**src/rtl/audio_dac_tx.sv**
```systemverilog
// audio_dac_tx: codec-side frame requester and left-justified stereo serializer.
// One 16-bit mono sample is captured per frame and sent MSB first in both channel slots.
module audio_dac_tx #(
  parameter int DIV_HALF = 4,
  parameter int NF_SLOTS = 1
) (
  input  logic        clk,
  input  logic        reset,
  input  logic        enable,
  input  logic [15:0] sample,
  output logic        new_frame,
  output logic        bclk,
  output logic        lrclk,
  output logic        sdata,
  output logic [7:0]  frame_cnt
);

  localparam int              PH_W    = $clog2(2 * DIV_HALF);
  localparam logic [PH_W-1:0] PH_LAST = PH_W'(2 * DIV_HALF - 1);
  localparam logic [PH_W-1:0] PH_HALF = PH_W'(DIV_HALF);
  localparam logic [4:0]      NF_LIM  = 5'(NF_SLOTS);

  logic [PH_W-1:0]    phase;
  logic [4:0]         slot;
  logic signed [15:0] shadow;
  logic signed [15:0] shift;

  logic bit_start;
  logic phase_last;
  logic capture;
  logic chan_load;

  always_comb begin
    bit_start  = (phase == '0);
    phase_last = (phase == PH_LAST);
    capture    = bit_start && (slot == 5'd31);
    // Slots 0 and 16 both reload the shift register from the shadow copy.
    chan_load  = bit_start && (slot[3:0] == 4'd0);
  end

  // Bit-phase and slot counters; idle and reset both park them at frame start.
  always_ff @(posedge clk) begin
    if (reset || !enable) begin
      phase <= '0;
      slot  <= '0;
    end else begin
      phase <= phase_last ? '0 : phase + PH_W'(1);
      if (phase_last)
        slot <= slot + 5'd1;
    end
  end

  // Capture ignores enable so a frame aborted in the capture cycle still latches the sample.
  always_ff @(posedge clk) begin
    if (reset)
      shadow <= '0;
    else if (capture)
      shadow <= sample;
  end

  // Registered link outputs, derived from the counter state of the previous cycle.
  always_ff @(posedge clk) begin
    if (reset) begin
      shift     <= '0;
      bclk      <= 1'b0;
      lrclk     <= 1'b0;
      sdata     <= 1'b0;
      new_frame <= 1'b0;
      frame_cnt <= '0;
    end else if (!enable) begin
      bclk      <= 1'b0;
      lrclk     <= 1'b0;
      sdata     <= 1'b0;
      new_frame <= 1'b0;
    end else begin
      bclk      <= (phase >= PH_HALF);
      new_frame <= (slot < NF_LIM);
      if (bit_start) begin
        lrclk <= slot[4];
        if (chan_load) begin
          shift <= shadow;
          sdata <= shadow[15];
        end else begin
          shift <= shift << 1;
          sdata <= shift[14];
        end
        if (slot == 5'd0)
          frame_cnt <= frame_cnt + 8'd1;
      end
    end
  end

endmodule

```
**config.mk**
```make
export PLATFORM = sky130hd
export DESIGN_NAME = audio_dac_tx
export DESIGN_NICKNAME = d
export VERILOG_FILES = /design/src/rtl/audio_dac_tx.sv
export SDC_FILE = /design/constraint.sdc
export NUM_CORES = 1
export LEC_CHECK = 0
export CORE_MARGIN = 8
export CORE_UTILIZATION = 49
export DETAILED_ROUTE_END_ITERATION = 6
export PLACE_DENSITY = 0.73
export RECOVER_POWER = 50
export SLEW_MARGIN = 25
export SYNTH_ARGS = -nofsm -noshare
export SYNTH_HDL_FRONTEND = slang
export SYNTH_SLANG_ARGS = --single-unit
```
**constraint.sdc**
```tcl
create_clock -name clk -period 2.45 [get_ports clk]
set_clock_uncertainty 0.1 [all_clocks]
set_input_delay 0.245 -clock clk [delete_from_list [all_inputs] [get_ports clk]]
set_output_delay 0.245 -clock clk [all_outputs]
set_load 0.05 [all_outputs]
```
==> results of run 1 <==
-- layout make-up --
class                      instances  area [sq um]  share of cell area (%)
clock inverter                     1          7.51                   0.293
multi-input combinational        182          1030                    40.0
timing repair buffer              34           328                    12.8
clock buffer                       7          96.3                    3.75
tap                               52          65.1                    2.54
sequential                        51          1020                    39.8
inverter                           6          22.5                   0.878
-- synthesized netlist by cell type --
cell and instances:
ha_1 7, a311oi_1 15, nor3b_1 2, mux2_2 4, nand4_1 3, buf_1 2, buf_2 1, or4_1 2
nor3b_2 1, nor4_1 5, or3b_4 1, xnor2_1 1, nand4b_1 1, nor2b_1 4, xor2_1 2, nand4bb_1 1
a21oi_1 21, buf_4 1, or3_1 2, nor3_1 1, and3_1 1, nor2_1 27, mux2i_1 3, nand2b_1 1
dfxtp_1 51, nand2_1 66, clkbuf_1 11, o31ai_1 2, buf_6 1, o21ai_0 2, inv_1 6, nand3b_1 2
and3b_1 2, nand3_1 3
-- worst reg2reg max path, stage by stage (launching register included) --
cell and delay [ns]:
dfxtp_1 0.36, inv_1 0.07, ha_1 0.17, or3b_4 0.51
nor4_1 0.34, mux2_2 0.37
-- cells in the final DEF, fill, tap and decap left out, types with 2 or more instances in the layout --
cell / n
or3_1: 2
nand3_1: 3
nor4_1: 5
nand3b_1: 2
o31ai_1: 2
clkdlybuf4s50_1: 27
a311oi_1: 15
nor2_1: 27
mux2_2: 4
mux2i_1: 3
and3b_1: 2
nand4_1: 3
dlygate4sd3_1: 3
or4_1: 2
nand2_1: 66
o21ai_0: 2
buf_4: 3
clkbuf_8: 7
ha_1: 7
xor2_1: 2
a21oi_1: 21
inv_1: 6
nor2b_1: 4
nor3b_1: 2
dfxtp_1: 51
-- logic make-up (layout without fill, tap and decap cells) --
| kind of cell | after synthesis | after routing | synth area share, % |
|---|---|---|---|
| adder cells (fa/ha/maj) | 7 | 7 | 4.09 |
| multiplexers | 7 | 7 | 3.50 |
| buffers and inverters | 22 | 48 | 4.44 |
| AND/OR/NAND/NOR | 125 | 125 | 26.9 |
| XOR/XNOR | 3 | 3 | 1.23 |
| AO/OA/AOI/OAI | 40 | 40 | 12.2 |
| flip-flops | 51 | 51 | 47.7 |
-- per-layer routing --
| metal | vias to the layer above | routed length [um] | global-route usage, % |
|---|---|---|---|
| li1 | 923 | - | - |
| met1 | 838 | 2080 | 16.7 |
| met2 | 22 | 2120 | 23.6 |
| met3 | 5 | 169 | 3.46 |
| met4 | 0 | 42 | 4.74 |
| met5 | - | 0 | 0 |
-- worst max path at each step --
stage / from / slack [ns] / depth (start not counted) / to
after global routing: slot[0] / 0.30 / 5 / frame_cnt[5]
after global placement: slot[0] / 0.49 / 5 / frame_cnt[5]
after detailed placement: slot[0] / 0.47 / 5 / frame_cnt[5]
final: slot[0] / 0.44 / 5 / frame_cnt[5]
after CTS: slot[0] / 0.44 / 5 / frame_cnt[5]
after floorplan: slot[0] / 0.64 / 8 / shadow[0]
-- state kept, by name, summed over array words and instances (netlist names) --
signal and count:
new_frame 1, slot 5, lrclk 1, shadow 16, shift 15, bclk 1, sdata 1, phase 3
frame_cnt 8
-- metrics by stage --
stage	instances	utilization [%]	total power, uW
3_5_place_dp	325	57.4	1010
4_1_cts	333	59.8	1530
3_3_place_gp	325	57.4	1010
6_report	333	59.8	1510
5_1_grt	333	59.8	1580
2_1_floorplan	255	-	955
-- where the power goes --
| group | internal (uW) | total (uW) | leakage [uW] | switching, uW |
|---|---|---|---|---|
| registers | 851 | 866 | 0.000414 | 15.1 |
| clock network | 257 | 524 | 0.0000505 | 267 |
| logic | 56.7 | 123 | 0.000417 | 66.8 |
| total | 1160 | 1510 | 0.000882 | 349 |
==> results.cfg, run 1 <==
[setup_path]
timing.rr.start = slot[0]
critPathKind = reg -> reg
r2r_slack_ns = 0.44
crit_chain = inv_1 > ha_1 > or3b_4 > nor4_1 > mux2_2
endpoint_kind = flip-flop
r2r_cells = 5
cp_top_family = simple AND/OR/NAND/NOR gates
critPathMaxFanout = 22
cp_slowest_cell = or3b_4
r2r-end = frame_cnt[5]
max_stage_delay_ns = 0.51
worst_ep_required_time_ns = 2.54
critPathLaunchType = flip-flop
worstPathArrival_ns = 2.10
path_buf_inv = 1

[cts]
numCtsBuffers = 5
cts_setup_buffers = 0
h-tree-depth = 2
cts_buffer_depth = 2
root_buffer = clkbuf_8
clkTransAtPathRegs_ns = 0.09
cts_tree = built
postCtsResizedCells = 0
clkLatencyLatePin_ns = 0.29
cts_sinks = 51
ctsHoldBuffers = 0

[synth]
synth_area_leaders = dfxtp_1 48%, nand2_1 12%, a311oi_1 6.1%
netlist_instances = 255
avgSynthCellArea_sq_um = 8.40
synthesis.nets = 281
yosys_warnings = 0
synth_top_area_share_pct = 47.7
synth_top_area_cell = dfxtp_1
synth_area_sq_um = 2140
seq_area_frac_synth_pct = 47.7
ys_ff_latch = 51
ys_types = 34

[sta]
fmax_mhz = 497
tns_ns = 0
layout_worst_path_cycle_share_pct = 82.1
finalHoldViolCount = 0
period_needed_ns = 2.01
finalSetupViolCount = 0
finalWorstSetupSlack_ns = 0.439
rsz0062_at_grt = false
slew_viol_final = 0
max_slew_margin_pct = 56.5
hold_slack_ns = 0.357
worst_slew_pin_slew_ns = 0.651

[floorplan]
die_w_um = 82.1
initial_core_util_pct = 49.9
die-area_sq_um = 6740
fp-row-count = 24
io_pins = 31
coreArea_sq_um = 4290
fp.dieH_um = 82.1

[min_path]
hp-start = phase[0]
hold_end = phase[0]
min_path_cells = 1
min_path_type = reg -> reg

[final_layout]
drive_gt1_share_pct = 6.41
syn_to_final_growth_pct = 19.8
diodes = 0
design_area_sq_um = 2570
fill_cells = 401
nets = 306

[global_route]
grt_max_degree = 31
grt_overflow = 0
grt_pass1_wl_um = 7490
gr-usage-all-layers_pct = 13.9
antenna_found_initial = 0
grt_pass1_vias = 1704

[placed_design]
gp_congestion = 0.748
place_worst_setup_slack_ns = 0.466
dpl_cell_area_sq_um = 2460
io_buffer_count = 30
dpl.hpwl_um = 3050

[drt]
drt-pass1-iter-count = 4
drc = 0
routed_wl_um = 4410
vias_per_cell = 5.37
drt-initial-drc-count = 133
wl_per_cell_um = 13.2
ant_nets = 0
vias = 1788

[job]
maxCapViolCount = 0

[pwr]
max-vdd-ir-drop_v = 0.000409
leakagePower_uw = 0.000882
p_per_area_nw_per_um2 = 590

[outcome]
status = finished, final reports clean
(Power assumes the default switching activity.)
==> inputs of run 2 (changes only) <==
- CORE_UTILIZATION: 49 -> 48
- PLACE_DENSITY: 0.73 -> 0.75
- clock period: 2.45 -> 1.8 ns (I/O delays scaled with it)
==> results.cfg, run 2 (synthesis results as in run 1) <==
[outcome]
status = finished, final reports clean

[drt]
routed_wl_um = 4610
drt-pass1-iter-count = 4
ant_nets = 0
drc = 0
drt-initial-drc-count = 93
wl_per_cell_um = 13.3
vias = 1839
vias_per_cell = 5.33

[placed_design]
place_worst_setup_slack_ns = -0.145
dpl.hpwl_um = 3210
io_buffer_count = 30
dpl_cell_area_sq_um = 2560
gp_congestion = 0.820

[setup_path]
worstPathArrival_ns = 1.93
critPathLaunchType = flip-flop
crit_path_start = slot[0]
setup.worst_path.end = frame_cnt[0]
cp_top_family = simple AND/OR/NAND/NOR gates
timing.rr.start = slot[0]
critical_path_depth = 6
critPathKind = reg -> reg
r2r_slack_ns = 0.01
r2r_cells = 6
max_stage_delay_ns = 0.42
crit_chain = inv_2 > ha_4 > or3b_4 > buf_6 > or3_1 > a21oi_1
worst_ep_required_time_ns = 1.94
critPathMaxFanout = 13
path_buf_inv = 2
r2r-end = frame_cnt[0]
endpoint_kind = flip-flop
cp_slowest_cell = or3b_4

[sta]
rsz0062_at_grt = true
slew_viol_final = 0
fmax_mhz = 559
finalSetupViolCount = 0
tns_ns = 0
max_slew_margin_pct = 59.4
hold_slack_ns = 0.313
layout_worst_path_cycle_share_pct = 99.4
finalWorstSetupSlack_ns = 0.0106
finalHoldViolCount = 0
worst_slew_pin_slew_ns = 0.612
period_needed_ns = 1.79

[pwr]
combinationalPowerShare_pct = 8.7
p_per_area_nw_per_um2 = 768
clkPwrFrac_pct = 34.5
internal-power_uw = 1590
leakagePower_uw = 0.000935
p_sw_share_pct = 23.2
switchingPower_uw = 481
max-vdd-ir-drop_v = 0.000462
power_uw = 2070
p_seq_share_pct = 56.8

[floorplan]
fp-row-count = 24
io_pins = 31
fp.dieH_um = 82.8
coreArea_sq_um = 4320
die_w_um = 82.8
die-area_sq_um = 6860
initial_core_util_pct = 49.5

[cts]
clkTransAtPathRegs_ns = 0.09
h-tree-depth = 2
root_buffer = clkbuf_8
cts_sinks = 51
cts_setup_buffers = 0
numCtsBuffers = 5
cts_tree = built
cts_buffer_depth = 2
clkLatencyLatePin_ns = 0.31
ctsHoldBuffers = 0

[final_layout]
fill_cells = 404
top_register = shadow
design_area_sq_um = 2700
reg_top3 = shadow: 16 flops, shift: 15 flops, frame_cnt: 8 flops
drive_gt1_share_pct = 14.7
syn_to_final_growth_pct = 26.1
diodes = 0
register_area_sq_um = 1020
most-common-layout-cells = 66 x nand2_1, 48 x dfxtp_1, 27 x nor2_1
multi_input_area_sq_um = 1090
largest_reg_flops = 16
nets = 318
final_common_cell = nand2_1

[global_route]
grt_pass1_vias = 1779
grt_overflow = 0
antenna_found_initial = 0
grt_max_degree = 36
gr-usage-all-layers_pct = 13.8
grt_pass1_wl_um = 8090

[min_path]
min_path_type = in -> reg

[job]
maxCapViolCount = 0
==> run 2: changes by cell type in the layout (fill, tap and decap cells not counted), moves of 3 or more <==
| cell | previous run | this run |
|---|---|---|
| dfxtp_1 | 51 | 48 |
| clkdlybuf4s50_1 | 27 | 21 |
| nor4_1 | 5 | 1 |
| buf_4 | 3 | 11 |
| clkbuf_1 | 0 | 11 |
| nor4_2 | 0 | 3 |
| dlygate4sd3_1 | 3 | 0 |
| dfxtp_2 | 0 | 3 |
==> run 2: what timing repair did <==
action	in CTS	in global routing
setup endpoints to repair	19	9
gates resized for setup	4	16
pin swaps	0	1
==> run 2: worst min-delay path: cells and delay by family <==
kind / cells / cell delay, ns
buffers and inverters: 1 / 0.40
AND/OR/NAND/NOR: 1 / 0.05
AO/OA/AOI/OAI: 1 / 0.05
==> run 2: layout make-up <==
type,instances,area share (%)
inverter,6,0.834
multi-input combinational,182,40.5
clock buffer,8,3.71
timing repair buffer,46,14.6
tap,52,2.41
sequential,51,38.0
==> run 2: power by group through the flow <==
stage	registers, uW	logic, uW	clock network [uW]
6_report	1180	180	715
5_1_grt	1180	197	775
4_1_cts	1180	181	734
3_5_place_dp	1200	180	0
3_3_place_gp	1200	176	0
2_1_floorplan	1220	81.5	0
==> run 2: worst min path at each step <==
stage | startpoint | to | slack (ns) | cells past startpoint
final | sample[9] | shadow[9] | 0.31 | 3
after global routing | sample[9] | shadow[9] | 0.32 | 3
after detailed placement | phase[0] | phase[0] | 0.34 | 1
after global placement | shift[0] | shift[0] | 0.34 | 2
after floorplan | sample[0] | shadow[0] | 0.22 | 2
after CTS | sample[9] | shadow[9] | 0.31 | 3
==> run 2: metal layers <==
metal / routed length, um / global-route usage (%)
met4: 80 / 5.59
met3: 227 / 4.69
met1: 2170 / 16.4
met2: 2130 / 22.1
met5: 0 / 0
==> run 2: through the flow <==
step	util, %	instances
2_1_floorplan	-	255
3_3_place_gp	59.2	337
3_5_place_dp	59.2	337
4_1_cts	61.8	345
5_1_grt	62.4	345
6_report	62.4	345
==> inputs of run 3 (changes only) <==
- CTS_BUF_LIST: unset -> sky130_fd_sc_hd__clkbuf_8 sky130_fd_sc_hd__clkbuf_16
- GPL_ROUTABILITY_DRIVEN: unset -> 0
==> results.cfg, run 3 (synthesis results as in run 1) <==
[final_layout]
design_area_sq_um = 2700
largest_reg_flops = 16
register_area_sq_um = 1020
drive_gt1_share_pct = 14.7
multi_input_area_sq_um = 1090
finalNonFillerCells = 345
reg_top3 = shadow: 16 flops, shift: 15 flops, frame_cnt: 8 flops
final_common_cell = nand2_1
diodes = 0
top_register = shadow
most-common-layout-cells = 66 x nand2_1, 48 x dfxtp_1, 27 x nor2_1
nets = 318
syn_to_final_growth_pct = 26.1
fill_cells = 404

[setup_path]
critPathMaxFanout = 13
cp_top_family = simple AND/OR/NAND/NOR gates
r2r_cells = 6
critical_path_depth = 6
endpoint_kind = flip-flop
critPathKind = reg -> reg
crit_chain = inv_2 > ha_4 > or3b_4 > buf_6 > or3_1 > a21oi_1
max_stage_delay_ns = 0.42
path_buf_inv = 2
worstPathArrival_ns = 1.93
critPathLaunchType = flip-flop
worst_ep_required_time_ns = 1.94
cp_slowest_cell = or3b_4

[sta]
hold_slack_ns = 0.313
layout_worst_path_cycle_share_pct = 99.4
rsz0062_at_grt = true
max_slew_margin_pct = 59.4
finalSetupViolCount = 0
slew_viol_final = 0
worst_slew_pin_slew_ns = 0.612
period_needed_ns = 1.79
finalHoldViolCount = 0
fmax_mhz = 559

[floorplan]
coreArea_sq_um = 4320
fp.dieH_um = 82.8
fp-row-count = 24
die-area_sq_um = 6860
die_w_um = 82.8
io_pins = 31
initial_core_util_pct = 49.5

[global_route]
gr-usage-all-layers_pct = 13.8
grt_overflow = 0
busiest_layer = met2
grt_max_degree = 36
grt_pass1_wl_um = 8090
use_met3_pct = 4.69
antenna_found_initial = 0
met2_usage_pct = 22.1
met1_usage_pct = 16.4
grt_pass1_vias = 1779

[drt]
drt-initial-drc-count = 91
drt-pass1-iter-count = 4
routed_wl_um = 4610
wl_per_cell_um = 13.4
vias = 1844
drc = 0
vias_per_cell = 5.34
ant_nets = 0

[cts]
cts_setup_buffers = 0
numCtsBuffers = 5
clkLatencyLatePin_ns = 0.31
h-tree-depth = 2
clkTransAtPathRegs_ns = 0.09
cts_tree = built
cts_buffer_depth = 2
root_buffer = clkbuf_8
cts_sinks = 51

[min_path]
min_path_cells = 3
min_path_type = in -> reg

[pwr]
max-vdd-ir-drop_v = 0.000464
p_per_area_nw_per_um2 = 766
leakagePower_uw = 0.000939

[job]
maxCapViolCount = 0

[placed_design]
dpl.hpwl_um = 3210
dpl_cell_area_sq_um = 2560
io_buffer_count = 30
dpl.cell_count = 337

[outcome]
status = finished, final reports clean
==> run 3: layout make-up <==
cell class              count  share of cell area (%)
multi-input cells         182                    40.5
flip-flops and latches     51                    38.0
repair buffers             46                    14.6
clock buffers               7                    3.57
well taps                  52                    2.41
inverters                   6                   0.834
clock inverters             1                   0.139
==> run 3: worst paths after layout <==
kind                                 from            to  slack [ns]
worst max-delay path              slot[0]  frame_cnt[0]        0.01
worst max register to register    slot[0]  frame_cnt[0]        0.01
worst min-delay path            sample[3]     shadow[3]        0.31
worst min register to register   phase[0]      phase[0]        0.35
==> run 3: through the flow <==
step / total power [uW] / setup TNS [ns] / worst slack (ns) / util (%)
after floorplan: 1300 / 0 / 0.00132 / -
after global placement: 1380 / -0.215 / -0.0946 / 59.2
after detailed placement: 1380 / -0.522 / -0.145 / 59.2
after CTS: 2090 / -0.0826 / -0.0401 / 61.8
after global routing: 2150 / -0.122 / -0.0298 / 62.4
final: 2070 / 0 / 0.0107 / 62.4
==> run 3: report_power, final <==
part | internal (uW) | leakage, uW | total [uW] | switching, uW
Clock | 346 | 0.0000557 | 710 | 365
Combinational | 83.0 | 0.000467 | 180 | 97.0
Sequential | 1160 | 0.000416 | 1180 | 20.0
==> run 3: worst min-delay path, stage by stage <==
cell	delay (ns)
clkdlybuf4s50_1	0.40
nand2_1	0.06
a21oi_1	0.05
==> run 3: metal layers <==
layer / share of wire, % / routed length (um)
met5: 0 / 0
met1: 47 / 2170
met4: 1.7 / 80
met2: 46 / 2130
met3: 4.9 / 227
==> run 3: repair_timing <==
| action | in CTS | in global routing |
|---|---|---|
| resized for setup | 4 | 16 |
| pin swaps | 0 | 1 |
| hold buffers | 0 | 0 |
| setup endpoints to repair | 19 | 9 |
